## src/rtl/dec_serializer_mc.sv

```systemverilog
// dec_serializer_mc: multi-channel parallel-to-serial frame serializer.
// An asynchronous valid_strobe rise loads all N_CH words of data_i; the words
// are shifted out MSB first, channel 0 first, each bit held BIT_DIV clocks.
// Optional feature macro: DEC_SER_PARITY_EN appends one even-parity bit
// after every channel word.
module dec_serializer_mc #(
  parameter int DATA_W  = 22,
  parameter int N_CH    = 2,
  parameter int BIT_DIV = 1
) (
  input  logic                                   clk,
  input  logic                                   rst,
  input  logic                                   valid_strobe,
  input  logic [N_CH*DATA_W-1:0]                 data_i,
  input  logic                                   ovr_clr,
  output logic                                   data_o,
  output logic                                   frame_sync,
  output logic                                   ch_sync,
  output logic [(N_CH > 1 ? $clog2(N_CH) : 1)-1:0] ch_idx,
  output logic                                   busy,
  output logic                                   overrun
);

  localparam int CH_W    = (N_CH > 1) ? $clog2(N_CH) : 1;
`ifdef DEC_SER_PARITY_EN
  localparam int PAR     = 1;
`else
  localparam int PAR     = 0;
`endif
  // Bit slots per channel word: data bits plus the optional parity slot.
  localparam int SLOTS   = DATA_W + PAR;
  localparam int SLOT_W  = $clog2(SLOTS);
  localparam int DIV_W   = (BIT_DIV > 1) ? $clog2(BIT_DIV) : 1;
  localparam int FRAME_W = N_CH * DATA_W;

  typedef enum logic {IDLE, SHIFT} state_t;

  state_t              state_q;
  logic [2:0]          sync_q;   // [0]=stage1, [1]=stage2, [2]=stage3
  logic [1:0]          warm_q;
  logic                armed_q;
  logic [DIV_W-1:0]    div_q;
  logic [SLOT_W-1:0]   slot_q;
  logic [DATA_W-1:0]   word_q;   // remaining bits of the current word, next bit at MSB
  logic [FRAME_W-1:0]  rest_q;   // words not yet started, next one in the low bits
`ifdef DEC_SER_PARITY_EN
  logic                par_q;    // even parity of the current word
`endif

  logic load_req;
  logic period_end;
  logic word_end;
  logic frame_end;

  // Strobe synchronizer plus an arm flag that blocks a strobe held across reset release.
  always_ff @(posedge clk or posedge rst) begin
    // NOTE: every clocked register is assigned with <= so all flops sample the
    // pre-edge values; a blocking = here would turn the chain into one wire.
    if (rst) begin
      sync_q  <= '0;
      warm_q  <= '0;
      armed_q <= 1'b0;
    end else begin
      sync_q <= {sync_q[1:0], valid_strobe};
      warm_q <= {warm_q[0], 1'b1};
      // NOTE: stage2 is only trusted once two post-reset samples have flowed
      // in; arming on a genuine low level means a high strobe across release
      // never looks like a fresh rise.
      if (warm_q[1] && !sync_q[1]) armed_q <= 1'b1;
    end
  end

  assign load_req   = sync_q[1] & ~sync_q[2] & armed_q;
  assign period_end = (div_q == DIV_W'(BIT_DIV - 1));
  assign word_end   = period_end && (slot_q == SLOT_W'(SLOTS - 1));
  assign frame_end  = word_end && (ch_idx == CH_W'(N_CH - 1));

  // Frame FSM with registered serial outputs and the sticky overrun flag.
  always_ff @(posedge clk or posedge rst) begin
    if (rst) begin
      state_q    <= IDLE;
      div_q      <= '0;
      slot_q     <= '0;
      word_q     <= '0;
      rest_q     <= '0;
`ifdef DEC_SER_PARITY_EN
      par_q      <= 1'b0;
`endif
      data_o     <= 1'b0;
      frame_sync <= 1'b0;
      ch_sync    <= 1'b0;
      ch_idx     <= '0;
      busy       <= 1'b0;
      overrun    <= 1'b0;
    end else begin
      // A request that finds a frame running (including its last cycle) is
      // dropped and flagged; setting wins over a coincident clear.
      if (load_req && state_q == SHIFT) overrun <= 1'b1;
      else if (ovr_clr)                 overrun <= 1'b0;

      if (state_q == IDLE) begin
        if (load_req) begin
          state_q    <= SHIFT;
          busy       <= 1'b1;
          frame_sync <= 1'b1;
          ch_sync    <= 1'b1;
          ch_idx     <= '0;
          div_q      <= '0;
          slot_q     <= '0;
          data_o     <= data_i[DATA_W-1];
          word_q     <= data_i[DATA_W-1:0] << 1;
          rest_q     <= data_i >> DATA_W;
`ifdef DEC_SER_PARITY_EN
          par_q      <= ^data_i[DATA_W-1:0];
`endif
        end
      end else if (!period_end) begin
        div_q <= div_q + DIV_W'(1);
      end else begin
        div_q <= '0;
        if (frame_end) begin
          state_q    <= IDLE;
          busy       <= 1'b0;
          frame_sync <= 1'b0;
          ch_sync    <= 1'b0;
          ch_idx     <= '0;
          slot_q     <= '0;
          data_o     <= 1'b0;
        end else if (word_end) begin
          ch_idx     <= ch_idx + CH_W'(1);
          slot_q     <= '0;
          ch_sync    <= 1'b1;
          data_o     <= rest_q[DATA_W-1];
          word_q     <= rest_q[DATA_W-1:0] << 1;
          rest_q     <= rest_q >> DATA_W;
`ifdef DEC_SER_PARITY_EN
          par_q      <= ^rest_q[DATA_W-1:0];
`endif
        end else begin
          slot_q     <= slot_q + SLOT_W'(1);
          ch_sync    <= 1'b0;
`ifdef DEC_SER_PARITY_EN
          if (slot_q == SLOT_W'(DATA_W - 1)) begin
            data_o   <= par_q;
          end else begin
            data_o   <= word_q[DATA_W-1];
            word_q   <= word_q << 1;
          end
`else
          data_o     <= word_q[DATA_W-1];
          word_q     <= word_q << 1;
`endif
        end
      end
    end
  end

endmodule

```

## config.mk

```make
export PLATFORM = sky130hd
export DESIGN_NAME = dec_serializer_mc
export DESIGN_NICKNAME = d
export VERILOG_FILES = /design/src/rtl/dec_serializer_mc.sv
export SDC_FILE = /design/constraint.sdc
export NUM_CORES = 1
export LEC_CHECK = 0
export ABC_AREA = 0
export BUFFER_PORTS_ARGS = -buffer_cell sky130_fd_sc_hd__buf_4
export CAP_MARGIN = 20
export CORE_MARGIN = 2
export CORE_UTILIZATION = 48
export CTS_CLUSTER_SIZE = 25
export DETAILED_ROUTE_END_ITERATION = 6
export GPL_TIMING_DRIVEN = 0
export PLACE_DENSITY = 0.74
export RECOVER_POWER = 25
export SETUP_SLACK_MARGIN = 0.1
export SLEW_MARGIN = 20
export SYNTH_ARGS = -nofsm -noshare
export SYNTH_HDL_FRONTEND = slang
export SYNTH_SLANG_ARGS = --single-unit
```

## constraint.sdc

```tcl
create_clock -name clk -period 2.1 [get_ports clk]
set_clock_uncertainty 0.05 [all_clocks]
set_input_delay 0.63 -clock clk [delete_from_list [all_inputs] [get_ports clk]]
set_output_delay 0.63 -clock clk [all_outputs]
set_load 0.005 [all_outputs]
```

==> results.yml <==
status:
  status: "completed"
timing:
  fin_crit_sh_pct: 88.5
  hold_viol_final: 0
  fin_crit_ns: 1.86
  drv_slew: 0
  tns_ns: 0
  rsz0062_at_grt: "no"
  worst_pin_slew_ns: 0.726
  clock.fmax_mhz: 538
  maxSlewHeadroom_pct: 51.6
  setup_violations: 0
  whs_ns: 0.243
finish:
  area_growth_pct: 27.5
  seq_area_um2: 1500
  drive_gt1_share_pct: 26.9
  fillCellCount: 455
  final_nets: 374
  multiInputGateArea_um2: 952
  antenna_cells: 0
setup_path:
  critPathArrivalTime_ns: 2.05
  timing.rr.end: "rest_q[21]"
  crit_start: "sync_q[2]"
  cp_data_required_time_ns: 2.29
  rr_worst_depth: 5
  rrSetupSlack_ns: 0.24
  cp-endpoint: "rest_q[21]"
  setup.worst_path.class: "register to register"
  cp-end-kind: "register"
  critPathLaunchType: "register"
  cp_max_fo: 10
  reg2reg_from: "sync_q[2]"
cts:
  clock-root-buffer: "clkbuf_8"
  cts_resized: 0
  path_clk_slew_ns: 0.06
  holdBufCountCts: 0
  cts_tree: "built"
  cts_max_level: 3
  cts_setup_buffers: 0
  insertion_delay_ns: 0.33
  cts_buffer_depth: 2
  clock-sinks: 60
  cts_made_buffers: 9
route:
  first_pass_iters: 7
  routedWlPerCell_um: 15.4
  viasPerCell: 5.58
  vias: 2216
  drc_errors: 0
  antenna_left: 0
  first_iter_violations: 251
  totalWireLength_um: 6110
flow_run:
  maxCapViolCount: 0
power:
  p_switching_mw: 1.31
  pwr-share-comb_pct: 29.0
  p_int_mw: 2.73
  p_seq_share_pct: 47.8
  ir_drop_mv: 0.787
  switching_share_pct: 32.4
  p_clk_share_pct: 23.1
  p_leak_nw: 1.57
  power_per_cell_area_nw_per_um2: 1230
global_route:
  grt_max_degree: 29
  grt.met3_usage_pct: 6.12
  met2_usage_pct: 32.9
  antenna_found_initial: 0
  grt.total_usage_pct: 21.8
  grt_pass1_wl_um: 9970
  met1_usage_pct: 28.9
  grt_pass1_vias: 2127
  busiest_layer: "met2"
  overflow: 0
yosys:
  ys_ff_latch: 60
  seq_area_frac_synth_pct: 58.4
  synth_nets: 308
  synthXorXnorAreaFrac_pct: 0.341
  synth_top_family_by_area: "compound AO/OA/AOI/OAI gates"
  yosysUniqueCellTypes: 30
  synth_fa_ha_area_share_pct: 0.974
  yosys.area_share.simple_pct: 13.9
  syn_avg_cell_area_um2: 9.96
  synthCells: 258
  synth_compound_area_share_pct: 21.0
  syn_area_um2: 2570
  synthMuxAreaShare_pct: 0.389
  ys_warn_count: 0
placed_design:
  place_hpwl_um: 4240
  gp_congestion: 0.781
  portBuffers: 53
die:
  core-area_um2: 5140
  io_pins: 54
  fp.dieW_um: 77.2
  rows: 26
  initial_core_util_pct: 50.0
  die-area_um2: 5960
  dieHeight_um: 77.2
worst_hold_path:
  hold_path_class: "input port to asynchronous set/reset pin"
[registers in the layout, indices dropped and copies added (netlist names), 2 cells and up]
signal  count
word_q     21
rest_q     22
warm_q      2
slot_q      5
sync_q      3
[layout by cell type (no fill, tap or decap), drive strengths merged]
| cell | instances |
|---|---|
| a21oi | 25 |
| mux2i | 1 |
| a21o | 2 |
| clkinv | 2 |
| o2bb2ai | 1 |
| ha | 2 |
| a22o | 2 |
| nand3b | 2 |
| a222oi | 20 |
| o21ai | 27 |
| conb | 1 |
| nand2b | 2 |
| o22ai | 2 |
| dfrtp | 60 |
| a32oi | 1 |
| clkbuf | 23 |
| nor3 | 1 |
| and4b | 1 |
| inv | 6 |
| nand2 | 50 |
| clkinvlp | 1 |
| nor2 | 27 |
| and2 | 1 |
| xnor2 | 1 |
| nand3 | 2 |
| o21a | 1 |
| buf | 63 |
[metrics by stage]
step	utilization [%]	total power, mW	area (um^2)	instances	setup WS, ns
after floorplan	-	2.70	2570	258	0.485
after global placement	59.5	3.04	3060	381	0.274
after detailed placement	60.4	3.11	3110	383	0.224
after CTS	63.9	4.04	3280	397	0.194
after global routing	63.7	4.30	3280	397	0.100
final	63.7	4.03	3280	397	0.241
[worst max-delay path, stage by stage (launching register included)]
cell and delay (ns):
dfrtp_1 0.35, nand3b_1 0.30, nor2_1 0.44, clkbuf_1 0.42, nand2_1 0.10, o21ai_0 0.10
[synth_stat cells, drive strengths merged]
cell type	count	area [um^2]
a21o	2	15.0
a21oi	25	125
a222oi	20	200
a22o	2	17.5
a32oi	1	16.3
and2	1	6.26
and4b	1	10.0
buf	11	68.8
clkbuf	8	30.0
conb	1	3.75
dfrtp	60	1500
ha	2	25.0
inv	7	26.3
mux2i	1	10.0
nand2	50	188
nand2b	2	12.5
nand3	2	10.0
nand3b	2	18.8
nor2	27	101
nor3	1	10.0
o21a	1	8.76
o21ai	27	135
o22ai	2	12.5
o2bb2ai	1	8.76
xnor2	1	8.76
[cells by family (layout without fill, tap and decap cells)]
group | Yosys count | after routing
flip-flops | 60 | 60
buffers and inverters | 26 | 95
other | 1 | 1
AND/OR/NAND/NOR | 86 | 86
AO/OA/AOI/OAI | 81 | 81
adder cells (fa/ha/maj) | 2 | 2
XOR/XNOR | 1 | 1
multiplexers | 1 | 1
[power by group through the flow]
stage	Combinational [mW]	Clock [mW]	Sequential, mW
floorplan	0.851	0	1.85
global placement	1.11	0	1.93
detailed placement	1.17	0	1.94
CTS	1.17	0.943	1.92
global route	1.32	1.01	1.98
finish	1.17	0.933	1.93
[cell type report]
| type | count | area share, % |
|---|---|---|
| Tap cell | 70 | 2.67 |
| Buffer | 19 | 3.09 |
| Multi-Input combinational cell | 172 | 29.1 |
| Clock buffer | 12 | 5.04 |
| Clock inverter | 2 | 0.306 |
| Timing Repair Buffer | 55 | 13.1 |
| Sequential cell | 60 | 45.8 |
| Inverter | 7 | 0.840 |
[layer usage]
| layer | wire (um) | vias to the layer above |
|---|---|---|
| met4 | 197 | 0 |
| li1 | - | 1050 |
| met3 | 409 | 21 |
| met5 | 0 | - |
| met1 | 2640 | 1050 |
| met2 | 2870 | 95 |
[how the worst min path moves through the flow]
| stage | startpoint | endpoint | slack, ns | depth (start not counted) |
|---|---|---|---|---|
| 2_1_floorplan | sync_q[0] | sync_q[1] | 0.28 | 0 |
| 6_report | rst | word_q[15] | 0.24 | 2 |
| 5_1_grt | rst | rest_q[12] | 0.25 | 2 |
| 4_1_cts | rst | rest_q[12] | 0.19 | 2 |
| 3_5_place_dp | sync_q[0] | sync_q[1] | 0.29 | 0 |
| 3_3_place_gp | warm_q[0] | warm_q[1] | 0.28 | 0 |
No activity file was read; power rests on OpenSTA's default activity.
